`src/rtl/mm_pkg.sv`:
```
// mm_pkg: shared widths, operand/accumulator types and sequencer states for the matrix multiplier
package mm_pkg;
  localparam int DATA_WIDTH = 8;
  localparam int ACCUM_WIDTH = 2 * DATA_WIDTH;
  typedef logic signed [DATA_WIDTH-1:0] data_t;
  typedef logic signed [ACCUM_WIDTH-1:0] accum_t;
  typedef enum logic [2:0] {CLEAR, LOAD, RUN, CAPTURE, DONE} seq_state_t;
endpackage

```
`src/rtl/dp_operand_buffer.sv`:
```
// dp_operand_buffer: VEC_LEN-deep operand pair register file, one write port and one read port, no reset
module dp_operand_buffer #(
  parameter int DATA_WIDTH = 8,
  parameter int VEC_LEN = 4
) (
  input  logic                          clk,
  input  logic                          wr_en,
  input  logic [$clog2(VEC_LEN)-1:0]    wr_idx,
  input  logic signed [DATA_WIDTH-1:0]  wr_a,
  input  logic signed [DATA_WIDTH-1:0]  wr_b,
  input  logic [$clog2(VEC_LEN)-1:0]    rd_idx,
  output logic signed [DATA_WIDTH-1:0]  rd_a,
  output logic signed [DATA_WIDTH-1:0]  rd_b
);
  logic signed [DATA_WIDTH-1:0] mem_a [VEC_LEN];
  logic signed [DATA_WIDTH-1:0] mem_b [VEC_LEN];
  always_ff @(posedge clk) begin
    if (wr_en) begin
      mem_a[wr_idx] <= wr_a;
      mem_b[wr_idx] <= wr_b;
    end
  end
  assign rd_a = mem_a[rd_idx];
  assign rd_b = mem_b[rd_idx];
endmodule

```
`src/rtl/dot_product_sequencer.sv`:
```
// dot_product_sequencer: buffers VEC_LEN operand pairs, streams them into a MAC, returns total/err on valid/ready
module dot_product_sequencer #(
  parameter int DATA_WIDTH = mm_pkg::DATA_WIDTH,
  parameter int ACCUM_WIDTH = mm_pkg::ACCUM_WIDTH,
  parameter int VEC_LEN = 4
) (
  input  logic                          clk,
  input  logic                          rst,
  input  logic                          in_valid,
  output logic                          in_ready,
  input  logic signed [DATA_WIDTH-1:0]  in_a,
  input  logic signed [DATA_WIDTH-1:0]  in_b,
  output logic                          mac_clr,
  output logic                          mac_running,
  output logic signed [DATA_WIDTH-1:0]  mac_in1,
  output logic signed [DATA_WIDTH-1:0]  mac_in2,
  input  logic signed [ACCUM_WIDTH-1:0] mac_total,
  input  logic                          mac_err,
  output logic                          out_valid,
  input  logic                          out_ready,
  output logic signed [ACCUM_WIDTH-1:0] out_total,
  output logic                          out_err
);
  import mm_pkg::*;
  localparam int IW = $clog2(VEC_LEN);
  localparam logic [IW-1:0] LAST = IW'(VEC_LEN - 1);
  seq_state_t state;
  logic [IW-1:0] idx;
  logic last;
  logic signed [DATA_WIDTH-1:0] rd_a, rd_b;
  assign last = idx == LAST;
  assign in_ready = state == LOAD;
  assign mac_clr = state == CLEAR;
  assign mac_running = state == RUN;
  assign out_valid = state == DONE;
  assign mac_in1 = mac_running ? rd_a : '0;
  assign mac_in2 = mac_running ? rd_b : '0;
  dp_operand_buffer #(.DATA_WIDTH(DATA_WIDTH), .VEC_LEN(VEC_LEN)) u_buf (
    .clk    (clk),
    .wr_en  (in_valid & in_ready),
    .wr_idx (idx),
    .wr_a   (in_a),
    .wr_b   (in_b),
    .rd_idx (idx),
    .rd_a   (rd_a),
    .rd_b   (rd_b)
  );
  always_ff @(posedge clk) begin
    if (rst) begin
      state <= CLEAR;
      idx <= '0;
      out_total <= '0;
      out_err <= 1'b0;
    end else begin
      case (state)
        CLEAR: state <= LOAD;
        LOAD: begin
          if (in_valid) begin
            idx <= last ? '0 : idx + 1'b1;
            if (last) state <= RUN;
          end
        end
        RUN: begin
          idx <= last ? '0 : idx + 1'b1;
          if (last) state <= CAPTURE;
        end
        CAPTURE: begin
          out_total <= mac_total;
          out_err <= mac_err;
          state <= DONE;
        end
        DONE: if (out_ready) state <= CLEAR;
        default: state <= CLEAR;
      endcase
    end
  end
endmodule

```
`config.mk`:
```
export PLATFORM = sky130hd
export DESIGN_NAME = dot_product_sequencer
export DESIGN_NICKNAME = d
export VERILOG_FILES = /design/src/rtl/mm_pkg.sv /design/src/rtl/dp_operand_buffer.sv /design/src/rtl/dot_product_sequencer.sv
export SDC_FILE = /design/constraint.sdc
export NUM_CORES = 1
export LEC_CHECK = 0
export BUFFER_PORTS_ARGS = -buffer_cell sky130_fd_sc_hd__clkbuf_2
export CORE_MARGIN = 5
export CORE_UTILIZATION = 60
export CTS_BUF_LIST = sky130_fd_sc_hd__clkbuf_2 sky130_fd_sc_hd__clkbuf_4 sky130_fd_sc_hd__clkbuf_8
export DETAILED_ROUTE_END_ITERATION = 10
export GPL_ROUTABILITY_DRIVEN = 0
export PLACE_DENSITY = 0.87
export SLEW_MARGIN = 40
export SYNTH_ARGS = -nofsm -noshare
export SYNTH_HDL_FRONTEND = slang
export SYNTH_SLANG_ARGS = --single-unit
export TNS_END_PERCENT = 1
```
`constraint.sdc`:
```
create_clock -name clk -period 4.9 [get_ports clk]
set_clock_uncertainty 0.1 [all_clocks]
set_input_delay 0 -clock clk [delete_from_list [all_inputs] [get_ports clk]]
set_output_delay 0 -clock clk [all_outputs]
set_load 0.01 [all_outputs]
```
* Yosys cells after proc, flatten, opt, wreduce, memory -nomap -nowiden
Memories as Yosys holds them, arrays and structs flattened. A register that Yosys moved wholly into a read port is not among the register bits.
Cells that the tools add are included.
** Cells by class
- Equal/unequal tests :: 9
- Muxes and demuxes :: 16
- Reductions and logical operators :: 4
- Bitwise operators :: 1
- Add/subtract/negate cells :: 1
** Operator list (number)
- two-way mux 8 bit :: 2
- case mux 3 bit (5 select lines) :: 1
- two-way mux 2 bit :: 6
- two-way mux 3 bit :: 4
- == test 3 x 2 -> 1 bit (second input constant) :: 2
- != test 2 x 1 -> 1 bit (second input constant) :: 3
- case mux 2 bit (2 select lines) :: 1
- AND reduction 4 bit :: 1
- == test 3 x 1 -> 1 bit (second input constant) :: 1
- == test 3 bit (second input constant) :: 1
- logical NOT 3 bit :: 1
- adder 2 x 1 -> 2 bit (second input constant) :: 1
- == test 2 bit (second input constant) :: 1
- two-way mux 1 bit :: 2
- != test 2 bit (second input constant) :: 1
- AND reduction 2 bit :: 1
- nonzero test 2 bit :: 1
- AND 1 bit :: 1
** Word-level totals
- Memories kept :: 2
- RAM bits :: 64
- Bits of input ports :: 37
- Register bits after elaboration :: 22
- Word-level logic and storage cells :: 37
- Output and inout port bits :: 37
** Memory list
- u_buf.mem_a :: depth 4, bits a word 8, read ports 1, clocked after memory_dff 1, write ports 1, RTL line dp_operand_buffer.sv:15 : logic signed [DATA_WIDTH-1:0] mem_a [VEC_LEN];
- u_buf.mem_b :: depth 4, bits a word 8, read ports 1, clocked after memory_dff 1, write ports 1, RTL line dp_operand_buffer.sv:16 : logic signed [DATA_WIDTH-1:0] mem_b [VEC_LEN];

* Depth between registers and ports, before layout
- Depth in word-level cells :: 6
- Depth in mapped cells :: 6
- Gate-level depth less buffers :: 4

* By module
Synthesis repeated with hierarchy kept, for this count alone.
** Unflattened totals
- Cells, all modules :: 216
- Area, all modules :: 3360.7 µm²
** Modules (own cells, without submodules)
- dp_operand_buffer :: area each 2377.3 µm², cells each 88, times used 1, sequential area each 1921.8 µm²
- dot_product_sequencer :: area each 983.4 µm², cells each 128, times used 1, sequential area each 440.4 µm²

* Worst setup path after synthesis
OpenSTA, ideal clock, no wires.
- Kind :: reg2reg
- Start point :: register state[1]
- End point :: memory u_buf.mem_a[3][0], enable pin
- Path buffers :: 1
- Stages on the path, launching flop included :: 4
- Library setup time :: 0.374 ns
- Slack :: 3.188 ns
- Required time :: 4.426 ns
- Data arrival time :: 1.238 ns
- Cells stage by stage :: dfxtp_1 -> buf_2 -> and4bb_1 -> and2_1
** On the way
- Cells in the longest elaborated chain, start to end :: 4
** Ends and longest elaborated chain
- start, declared :: RTL line dot_product_sequencer.sv:27 : seq_state_t state;
- start signal, assigned :: RTL line dot_product_sequencer.sv:50 : state <= CLEAR;
- start signal, assigned :: RTL line dot_product_sequencer.sv:56 : CLEAR: state <= LOAD;
- start signal, assigned :: RTL line dot_product_sequencer.sv:60 : if (last) state <= RUN;
- == test 3 x 1 -> 1 bit :: RTL line dot_product_sequencer.sv:32 : assign in_ready = state == LOAD;
- AND 1 bit :: RTL line dot_product_sequencer.sv:40 : .wr_en (in_valid & in_ready),
- two-way mux 1 bit :: RTL line dp_operand_buffer.sv:18 : if (wr_en) begin
- two-way mux 1 bit (implied by the code) :: RTL line dp_operand_buffer.sv:19 : mem_a[wr_idx] <= wr_a;
- end, declared :: RTL line dp_operand_buffer.sv:15
No other way between the ends.

==> impl_metrics.json <==
{
  "outcome": "finished, final reports clean",
  "dpl_cell_area_um2": 3780,
  "start_util_pct": 61.5,
  "cp_cell_sequence": "mux4_1, and2_1, clkbuf_2",
  "hold_viol": 0,
  "synth_xor_area_share_pct": 0,
  "max_slew_margin_pct": 46.8,
  "synth_seq_cells": 88,
  "ys_types": 23,
  "vias": 2106,
  "htree_num_levels": 3,
  "cts-buffers-inserted": 9,
  "diodes": 0,
  "syn_area_um2": 3390,
  "synthArstFlopShare_pct": 0,
  "design_area_um2": 4320,
  "synth_fp_nets": 255,
  "synth-simple-area-share_pct": 9.83,
  "root_buffer": "clkbuf_8",
  "synth_compound_area_share_pct": 3.81,
  "ys_warn_count": 0,
  "clk_pin_slew_ns": 0.09,
  "cts_tree": "yes",
  "core-area_um2": 5510,
  "ios": 74,
  "fmax_mhz": 480,
  "critPathRequiredTime_ns": 4.80,
  "nets": 363,
  "crit_family": "flip-flops",
  "ant_nets": 0,
  "grt_first_pass_wirelength_um": 11100,
  "power.density_nw_per_um2": 320,
  "critPathBufInv": 1,
  "r2r-start": "state[2]",
  "avgRoutedWirePerCell_um": 17.5,
  "cp-end-kind": "output port",
  "die_width_um": 85.1,
  "synth_mux_area_share_pct": 11.3,
  "cp-start-kind": "flop",
  "leakage_nw": 1.61,
  "reg2reg_setup_slack_ns": 2.92,
  "holdPathStages": 2,
  "ys_seq_area_share_pct": 71.0,
  "synth_edf_count": 64,
  "drive_gt1_share_pct": 31.9,
  "crit_cells": 3,
  "drt-total-wl_um": 6970,
  "grt_use_total_pct": 20.5,
  "tightest_slew_ns": 0.799,
  "rsz0062_at_grt": "false",
  "dp_hpwl_um": 3980,
  "post_cts_buffers": 0,
  "antenna_found_initial": 0,
  "die_h_um": 85.1,
  "ys.flop_type": "edfxtp_1",
  "syn_inst": 214,
  "hold_path_class": "input port to flop",
  "drt_iter0_markers": 152,
  "grt_pass1_vias": 2189,
  "r2r_cells": 2,
  "dr.pass1.iters": 5,
  "clock_latency_ns": 0.34,
  "synth_top_family_by_area": "multiplexers",
  "dieArea_um2": 7250,
  "setup_viol": 0,
  "routed_via_density": 5.29,
  "min_from": "rst",
  "period_needed_ns": 2.09,
  "cpMaxStageDelayCell": "dfxtp_2",
  "cap_violations": 0,
  "area_growth_pct": 27.6,
  "cts.path.max_buffers": 2,
  "grt_overflow_total": 0,
  "max_stage_delay_ns": 0.68,
  "period_share_pct": 42.6,
  "peakVddDrop_mv": 0.285,
  "syn_area_per_cell_um2": 15.8,
  "cp_max_fo": 16,
  "rows": 27,
  "synth_fa_ha_area_share_pct": 1.48,
  "final-max-slew-violation-count": 0,
  "remaining_drc_errors": 0,
  "clock-sinks": 88,
  "grt_max_degree": 24,
  "critPathKind": "flop to output port",
  "tns_ns": 0,
  "fill_cells": 319,
  "arrival_ns": 1.99,
  "numPortBuffers": 73
}
==> cell type report <==
| cell class | count | area [µm²] | share of cell area (%) |
|---|---|---|---|
| multi-input cells | 111 | 903 | 20.9 |
| flip-flops and latches | 88 | 2400 | 55.6 |
| clock inverters | 5 | 58.8 | 1.36 |
| inverters | 3 | 11.3 | 0.261 |
| well taps | 72 | 90.1 | 2.08 |
| repair buffers | 109 | 723 | 16.7 |
| clock buffers | 10 | 131 | 3.04 |
==> what timing repair did <==
item                                   in CTS  in global routing
endpoints found under the hold margin      83                  0
setup endpoints to repair                   0                  0
hold buffers                               35                  0
resized for setup                           0                  0
==> registers in the layout (all words and copies together) (netlist names), named ones only <==
register / count
u_buf.mem_b: 32
out_total: 16
idx: 2
state: 3
u_buf.mem_a: 32
out_err: 1
==> final timing paths <==
kind                                     endpoint
worst max register to register  u_buf.mem_b[2][2]
worst min-delay path                 out_total[2]
worst min register to register      out_total[11]
worst max-delay path                   mac_in1[1]
==> layer usage <==
| metal | wire, µm | track usage [%] | share of wire, % |
|---|---|---|---|
| met1 | 2560 | 23.8 | 37 |
| met3 | 390 | 5.92 | 5.6 |
| met2 | 3890 | 36.1 | 56 |
| met5 | 0 | 0 | 0 |
| met4 | 121 | 7.48 | 1.7 |
==> synth_stat cells, types with 2 or more instances <==
| cell type | count | area [µm²] |
|---|---|---|
| a21oi_1 | 22 | 110 |
| and2_1 | 20 | 125 |
| buf_2 | 7 | 35.0 |
| clkbuf_1 | 3 | 11.3 |
| dfxtp_1 | 24 | 480 |
| edfxtp_1 | 64 | 1920 |
| ha_1 | 4 | 50.1 |
| inv_1 | 3 | 11.3 |
| mux4_1 | 6 | 158 |
| mux4_2 | 10 | 225 |
| nand2_1 | 34 | 128 |
| nor3_1 | 4 | 20.0 |
| nor3b_1 | 2 | 15.0 |
| o21ai_0 | 2 | 10.0 |
==> stage by stage <==
| stage | hold WS, ns | instances | power, mW | util, % | worst slack (ns) |
|---|---|---|---|---|---|
| 2_1_floorplan | -0.0232 | 214 | 0.874 | - | 3.19 |
| 5_1_grt | 0.0628 | 398 | 1.43 | 78.5 | 2.69 |
| 6_report | 0.0456 | 398 | 1.38 | 78.5 | 2.81 |
| 4_1_cts | 0.0221 | 398 | 1.39 | 78.4 | 2.80 |
| 3_5_place_dp | 0.121 | 348 | 0.900 | 68.6 | 2.86 |
| 3_3_place_gp | 0.114 | 348 | 0.896 | 68.6 | 2.86 |
==> power breakdown <==
group	leakage, nW	switching (mW)	total [mW]	internal [mW]
combinational	0.747	0.0311	0.0822	0.0511
sequential	0.776	0.0117	0.824	0.812
clock	0.0918	0.238	0.477	0.239
==> cells by family after synthesis <==
| group | after synthesis |
|---|---|
| AOI/OAI and AO/OA | 25 |
| adders and majority gates | 4 |
| buffers and inverters | 15 |
| DFF | 88 |
| muxes | 16 |
| and+or+nand+nor | 66 |
==> cells in the final DEF (no fill, tap or decap), types with 2 or more instances in the layout <==
| master | netlist | layout |
|---|---|---|
| dlygate4sd3_1 | 0 | 35 |
| nand2_1 | 34 | 34 |
| nor3_1 | 4 | 4 |
| mux4_1 | 6 | 6 |
| clkbuf_8 | 0 | 9 |
| clkbuf_2 | 0 | 73 |
| ha_1 | 4 | 4 |
| mux4_2 | 10 | 10 |
| and2_2 | 0 | 3 |
| a21oi_1 | 22 | 22 |
| dfxtp_1 | 24 | 23 |
| o21ai_0 | 2 | 2 |
| clkinvlp_4 | 0 | 2 |
| and2_1 | 20 | 17 |
| inv_1 | 3 | 3 |
| edfxtp_1 | 64 | 64 |
Note: power is estimated with default switching activity, not from simulation.
